<file path="config.mk">
export PLATFORM = sky130hd
export DESIGN_NAME = reorder_commit_unit
export DESIGN_NICKNAME = d
export VERILOG_FILES = /design/src/rtl/reorder_commit_unit.sv
export SDC_FILE = /design/constraint.sdc
export NUM_CORES = 1
export LEC_CHECK = 0
export ABC_CLOCK_PERIOD_IN_PS = 4200
export CORE_MARGIN = 5
export CORE_UTILIZATION = 30
export CTS_CLUSTER_DIAMETER = 30
export DETAILED_ROUTE_END_ITERATION = 10
export PLACE_DENSITY = 0.47
export SLEW_MARGIN = 20
export SYNTH_ARGS = -nofsm -noshare
export SYNTH_HDL_FRONTEND = slang
export SYNTH_SLANG_ARGS = --single-unit
</file>
<file path="constraint.sdc">
create_clock -name clk -period 4.2 [get_ports clk]
set_clock_uncertainty 0.1 [all_clocks]
set_input_delay 0.42 -clock clk [delete_from_list [all_inputs] [get_ports clk]]
set_output_delay 0.42 -clock clk [all_outputs]
set_load 0.005 [all_outputs]
</file>
<file path="src/rtl/reorder_commit_unit.sv">
// reorder_commit_unit: in-order retirement buffer feeding the rename commit port.
// Accepts up to 4 renamed instructions per cycle and tracks out-of-order
// completion from 2 writeback ports. It retires at most one instruction per
// cycle and flushes the whole buffer when a mispredicted branch retires.
// Optional build macro ROB_PERF_CNT_EN adds retire/flush performance counters
// (Perf_Retired, Perf_Flush).
module reorder_commit_unit #(
  parameter int DEPTH  = 16,
  parameter int TAG_W  = 4,
  parameter int PHY_W  = 6,
  parameter int ARCH_W = 5
) (
  input  logic                  clk,
  input  logic                  rst,
  input  logic [3:0]            Disp_Valid,
  input  logic [3:0]            Disp_RegW,
  input  logic [3:0]            Disp_Branch,
  input  logic [4*ARCH_W-1:0]   Disp_Rdst,
  input  logic [4*PHY_W-1:0]    Disp_Phydst,
  output logic                  Disp_Ready,
  output logic [4*TAG_W-1:0]    Disp_Tag,
  input  logic [1:0]            WB_Valid,
  input  logic [2*TAG_W-1:0]    WB_Tag,
  input  logic [1:0]            WB_Mispred,
  output logic                  Commit,
  output logic [PHY_W-1:0]      Commit_Phy,
  output logic [ARCH_W-1:0]     Commit_Rdst,
  output logic                  Branch_flush,
`ifdef ROB_PERF_CNT_EN
  output logic [31:0]           Perf_Retired,
  output logic [15:0]           Perf_Flush,
`endif
  output logic                  Rob_Empty
);

  // Control state: pointers, occupancy and per-entry status flags.
  logic [TAG_W-1:0]  head;
  logic [TAG_W-1:0]  tail;
  logic [TAG_W:0]    count;
  logic [DEPTH-1:0]  busy;
  logic [DEPTH-1:0]  done;
  logic [DEPTH-1:0]  mispred;

  // Payload captured at dispatch; never needs reset because busy gates it.
  logic [DEPTH-1:0]  regw;
  logic [DEPTH-1:0]  branch;
  logic [ARCH_W-1:0] rdst_mem [DEPTH];
  logic [PHY_W-1:0]  phy_mem  [DEPTH];

  // Combinational decode.
  logic [TAG_W-1:0]  lane_tag [4];
  logic [TAG_W-1:0]  lane_ofs;
  logic [2:0]        disp_n;
  logic              accept;
  logic              ret;
  logic [TAG_W-1:0]  wb_tag0;
  logic [TAG_W-1:0]  wb_tag1;
  logic [DEPTH-1:0]  wb_done;
  logic [DEPTH-1:0]  wb_mis;
  logic [DEPTH-1:0]  busy_nxt;
  logic [DEPTH-1:0]  done_nxt;
  logic [DEPTH-1:0]  mispred_nxt;
  logic [TAG_W:0]    count_nxt;
  logic [TAG_W-1:0]  tail_nxt;

  function automatic logic [2:0] popcnt4(input logic [3:0] v);
    popcnt4 = {2'b00, v[0]} + {2'b00, v[1]} + {2'b00, v[2]} + {2'b00, v[3]};
  endfunction

  // Head decode: everything here comes from registered state only, so no
  // dispatch input can reach the commit or flush outputs.
  assign ret          = (count != '0) && done[head];
  assign Commit       = ret && regw[head];
  assign Commit_Phy   = phy_mem[head];
  assign Commit_Rdst  = rdst_mem[head];
  assign Branch_flush = ret && branch[head] && mispred[head];
  assign Rob_Empty    = (count == '0);

  // A full 4-lane group must fit; a retire in the same cycle earns no credit.
  assign Disp_Ready = (count <= (TAG_W+1)'(DEPTH - 4));
  assign disp_n     = popcnt4(Disp_Valid);
  assign accept     = Disp_Ready && (|Disp_Valid) && !Branch_flush;

  assign wb_tag0 = WB_Tag[TAG_W-1:0];
  assign wb_tag1 = WB_Tag[2*TAG_W-1:TAG_W];

  // Compact valid lanes onto consecutive slots starting at tail.
  always_comb begin
    lane_ofs = '0;
    Disp_Tag = '0;
    for (int k = 0; k < 4; k++) begin
      lane_tag[k] = tail + lane_ofs;
      Disp_Tag[k*TAG_W +: TAG_W] = lane_tag[k];
      lane_ofs = lane_ofs + TAG_W'(Disp_Valid[k]);
    end
  end

  // Writeback decode; both ports on one tag merge their mispredict flags.
  always_comb begin
    wb_done = '0;
    wb_mis  = '0;
    if (WB_Valid[0] && busy[wb_tag0]) begin
      wb_done[wb_tag0] = 1'b1;
      wb_mis[wb_tag0]  = WB_Mispred[0];
    end
    if (WB_Valid[1] && busy[wb_tag1]) begin
      wb_done[wb_tag1] = 1'b1;
      wb_mis[wb_tag1]  = wb_mis[wb_tag1] | WB_Mispred[1];
    end
  end

  // Next-state flags: merge writebacks, free the retiring head, claim new slots.
  always_comb begin
    busy_nxt    = busy;
    done_nxt    = done | wb_done;
    mispred_nxt = mispred | wb_mis;
    if (ret) begin
      busy_nxt[head]    = 1'b0;
      done_nxt[head]    = 1'b0;
      mispred_nxt[head] = 1'b0;
    end
    if (accept) begin
      for (int k = 0; k < 4; k++) begin
        if (Disp_Valid[k]) begin
          busy_nxt[lane_tag[k]]    = 1'b1;
          done_nxt[lane_tag[k]]    = 1'b0;
          mispred_nxt[lane_tag[k]] = 1'b0;
        end
      end
    end
  end

  assign tail_nxt  = tail + (accept ? TAG_W'(disp_n) : '0);
  assign count_nxt = count + (accept ? (TAG_W+1)'(disp_n) : '0) - (TAG_W+1)'(ret);

  // Control registers; a retiring mispredicted branch empties the buffer.
  always_ff @(posedge clk) begin
    if (rst || Branch_flush) begin
      head    <= '0;
      tail    <= '0;
      count   <= '0;
      busy    <= '0;
      done    <= '0;
      mispred <= '0;
    end else begin
      head    <= head + TAG_W'(ret);
      tail    <= tail_nxt;
      count   <= count_nxt;
      busy    <= busy_nxt;
      done    <= done_nxt;
      mispred <= mispred_nxt;
    end
  end

  // Payload write for accepted lanes.
  always_ff @(posedge clk) begin
    for (int k = 0; k < 4; k++) begin
      if (accept && Disp_Valid[k]) begin
        regw[lane_tag[k]]     <= Disp_RegW[k];
        branch[lane_tag[k]]   <= Disp_Branch[k];
        rdst_mem[lane_tag[k]] <= Disp_Rdst[k*ARCH_W +: ARCH_W];
        phy_mem[lane_tag[k]]  <= Disp_Phydst[k*PHY_W +: PHY_W];
      end
    end
  end

`ifdef ROB_PERF_CNT_EN
  // Free-running retire and flush counters; both wrap.
  always_ff @(posedge clk) begin
    if (rst) begin
      Perf_Retired <= '0;
      Perf_Flush   <= '0;
    end else begin
      if (ret)          Perf_Retired <= Perf_Retired + 32'd1;
      if (Branch_flush) Perf_Flush   <= Perf_Flush + 16'd1;
    end
  end
`endif

endmodule

</file>
==> flow_summary.toml, run 1 <==
[critical_path]
crit_chain = "mux4_2 > nor2_1 > or4_1 > a2111o_2 > inv_4 > buf_12 > clkdlybuf4s50_1"
slowest_stage = "or4_1"
path_class = "flop to output port"
cp.arrival_ns = 3.40
max_stage_delay_ns = 0.59
worst-r2r-setup-slack_ns = 0.32
crit_path_end_kind = "output port"
reg2reg_from = "head[1]"
cp_max_fo = 25
cp-start-kind = "flop"
crit_required_ns = 3.68
r2r_end = "phy_mem[2][0]"
reg2regPathDepth = 11

[timing]
period_share_pct = 93.3
fmax_mhz = 255
relSlewSlack_pct = 19.6
tightestPinTransition_ns = 1.20
slew_viol_final = 0
hold_viol = 0
finalSetupViolCount = 0
rsz0062_at_grt = "false"
fin_crit_ns = 3.92

[detailed_routing]
wl_met1_um = 39200
viasPerCell = 6.25
dr.pass1.iters = 5
drt-initial-drc-count = 2748
vias = 20521
wl_per_cell_um = 29.3
ant_nets = 0
wl_met3_um = 10200
finalWirelength_um = 96100
wl_met2_um = 41800
drc = 0
routed.top_layer = "met5"

[synthesis]
synth_top_area_cell = "edfxtp_1"
ys_warn_count = 0
synth_edf_count = 176
synth_fp_nets = 2302
synth_area_leaders = "edfxtp_1 (27%), dfxtp_1 (9.6%), o21ai_0 (8.6%)"
yosysSeqAreaShare_pct = 36.9
synth_top_area_share_pct = 27.3
synthArstFlopShare_pct = 0
ys_ff_latch = 269
yosys_most_used_dff = "edfxtp_1"
syn_area_per_cell_um2 = 8.80
synth_cells = 2205
netlist_area_um2 = 19400
synth_cell_types = 83

[layout]
areaGrowthSynthToFinish_pct = 30.8
fin_area_um2 = 25400
n_antenna_cell = 0
drive_above_1_share_pct = 19.4
nets = 2454

[min_path]
min_from = "busy[2]"
hold_path_end = "busy[2]"
holdPathStages = 2
hp-class = "flop to flop"

[die]
io_pins = 101
dieArea_um2 = 69800
fp.dieW_um = 264
initial_core_util_pct = 30.2
core-area_um2 = 64200
die_y_um = 264
rows = 93

[clock_network]
htreeDepth = 3
cts_tree = "built"
cts_setup_buffers = 0
cts_buffers = 84
path_clk_slew_ns = 0.04
cts_buffer_depth = 3
root_buffer = "clkbuf_16"
clk_latency_ns = 0.62
cts_sinks = 269

[place]
io_buffers = 100
gp_congestion = 0.976
dp_hpwl_um = 69600
postPlaceCellArea_um2 = 22400

[global_route]
grt_pass1_vias = 19664
antenna_found_initial = 1
grt_max_degree = 96
grt_pass1_wl_um = 138000
grt-ovfl-total = 0
grtUsageTotal_pct = 26.4

[pwr]
clkPwrFrac_pct = 40.9
power_density_nw_per_um2 = 637
leakage_nw = 9.06
seqPwrFrac_pct = 24.9
power_frac_comb_pct = 34.2
irDropWorstVdd_v = 0.000391
netSwitchingPower_mw = 5.62
p_int_mw = 10.6
p_sw_share_pct = 34.8
report.power.total_mw = 16.2

[outcome]
status = "finished, final reports clean"

[flow_run]
drv_cap = 0
## cell usage after synthesis, drive strengths merged, types with 23 or more instances
cell type / number
o21ai: 340
nand2: 294
edfxtp: 176
clkbuf: 174
a221oi: 119
nor2: 101
dfxtp: 93
nor3: 91
mux4: 73
buf: 71
a211oi: 65
a21oi: 54
nand3: 54
inv: 50
and3: 46
o22ai: 30
mux2i: 23
## area by class of cell
class / count / area (um^2)
clock buffer: 100 / 2240
clock inverter: 57 / 717
fill: 6378 / 38900
inverter: 52 / 198
multi-input combinational: 1639 / 11100
sequential: 269 / 7150
tap: 855 / 1070
timing repair buffer: 311 / 2910
## cells by family after synthesis
family	share of synthesized area (%)
and+or+nand+nor	19.1
AOI/OAI and AO/OA	25.0
buffers and inverters	6.45
DFF	36.9
muxes	10.0
adders and majority gates	1.97
xor gates and xnor gates	0.587
## worst max-delay path by stage
stage | start | endpoint | slack, ns | depth (start not counted)
2_1_floorplan | head[1] | count[4] | 0.27 | 21
3_3_place_gp | Disp_Valid[0] | phy_mem[8][1] | -0.04 | 10
3_5_place_dp | Disp_Valid[0] | phy_mem[8][2] | -0.07 | 10
4_1_cts | head[0] | Commit | 0.05 | 5
5_1_grt | head[1] | count[4] | 0.15 | 17
6_report | head[1] | Branch_flush | 0.28 | 7
## through the flow
step	setup TNS, ns	util, %	std cells	hold WS, ns	setup WS (ns)
2_1_floorplan	0	-	2205	0.332	0.270
3_3_place_gp	-0.436	34.9	3126	0.354	-0.0399
3_5_place_dp	-0.722	34.9	3126	0.365	-0.0659
4_1_cts	0	39.5	3283	0.370	0.0515
5_1_grt	0	39.5	3283	0.396	0.149
6_report	0	39.5	3283	0.369	0.280
## critical path, delay by kind of cell (launching register included)
family	cells	cell delay, ns
AO/OA/AOI/OAI	1	0.55
buffers and inverters	3	0.82
flip-flops	1	0.41
multiplexers	1	0.38
AND/OR/NAND/NOR	2	0.64
## state kept, by name (all words and copies together), names as in the netlist
register  flops
busy         16
head          4
count         5
rdst_mem     80
done         16
tail          4
regw         16
phy_mem      96
branch       16
mispred      16
## routing by layer
| metal | GRT usage (%) | up-vias |
|---|---|---|
| li1 | - | 8820 |
| met1 | 35.9 | 10066 |
| met2 | 39.9 | 1411 |
| met3 | 5.92 | 222 |
| met4 | 12.2 | 2 |
| met5 | 0 | - |
## power groups by stage
stage	registers [mW]	clock network, mW	logic [mW]
2_1_floorplan	3.84	0	2.90
4_1_cts	4.02	6.66	5.44
5_1_grt	4.06	6.84	5.88
3_5_place_dp	4.06	0	5.41
3_3_place_gp	4.04	0	5.36
6_report	4.02	6.62	5.54
## cells in the final DEF, fill, tap and decap left out, types with 14 or more instances in the layout
master           instances
buf_12                  26
ha_1                    21
clkbuf_16               85
nand2_1                294
a211oi_1                65
a221oi_1               118
nand4_1                 16
nand2b_1                22
and3_1                  46
clkinv_2                16
o31ai_1                 17
and2_1                  21
nor2_1                  95
mux4_2                  73
inv_1                   50
nor3_1                  84
a31oi_1                 19
a21oi_1                 54
mux2i_1                 23
nor2b_1                 14
bufinv_16               15
dfxtp_1                 91
nand3_1                 54
a22oi_1                 14
o21ai_0                332
o22ai_1                 30
clkdlybuf4s50_1        100
buf_4                  184
edfxtp_1               176
## timing repair
item                                    in CTS  in global routing
hold buffers                                 0                  0
resized for setup                            0                  1
endpoints found under the setup margin       0                  1
Note: power is estimated with default switching activity, not from simulation.
==> run 2: changes to the inputs <==
--- a/config.mk
+++ b/config.mk
@@ -5,6 +5,7 @@
 export SDC_FILE = /design/constraint.sdc
 export NUM_CORES = 1
 export LEC_CHECK = 0
+export ABC_AREA = 0
 export ABC_CLOCK_PERIOD_IN_PS = 4200
 export CORE_MARGIN = 5
 export CORE_UTILIZATION = 30
==> results of run 2 <==
Same layout as run 1: the final DEF is identical, and so are final timing and power.
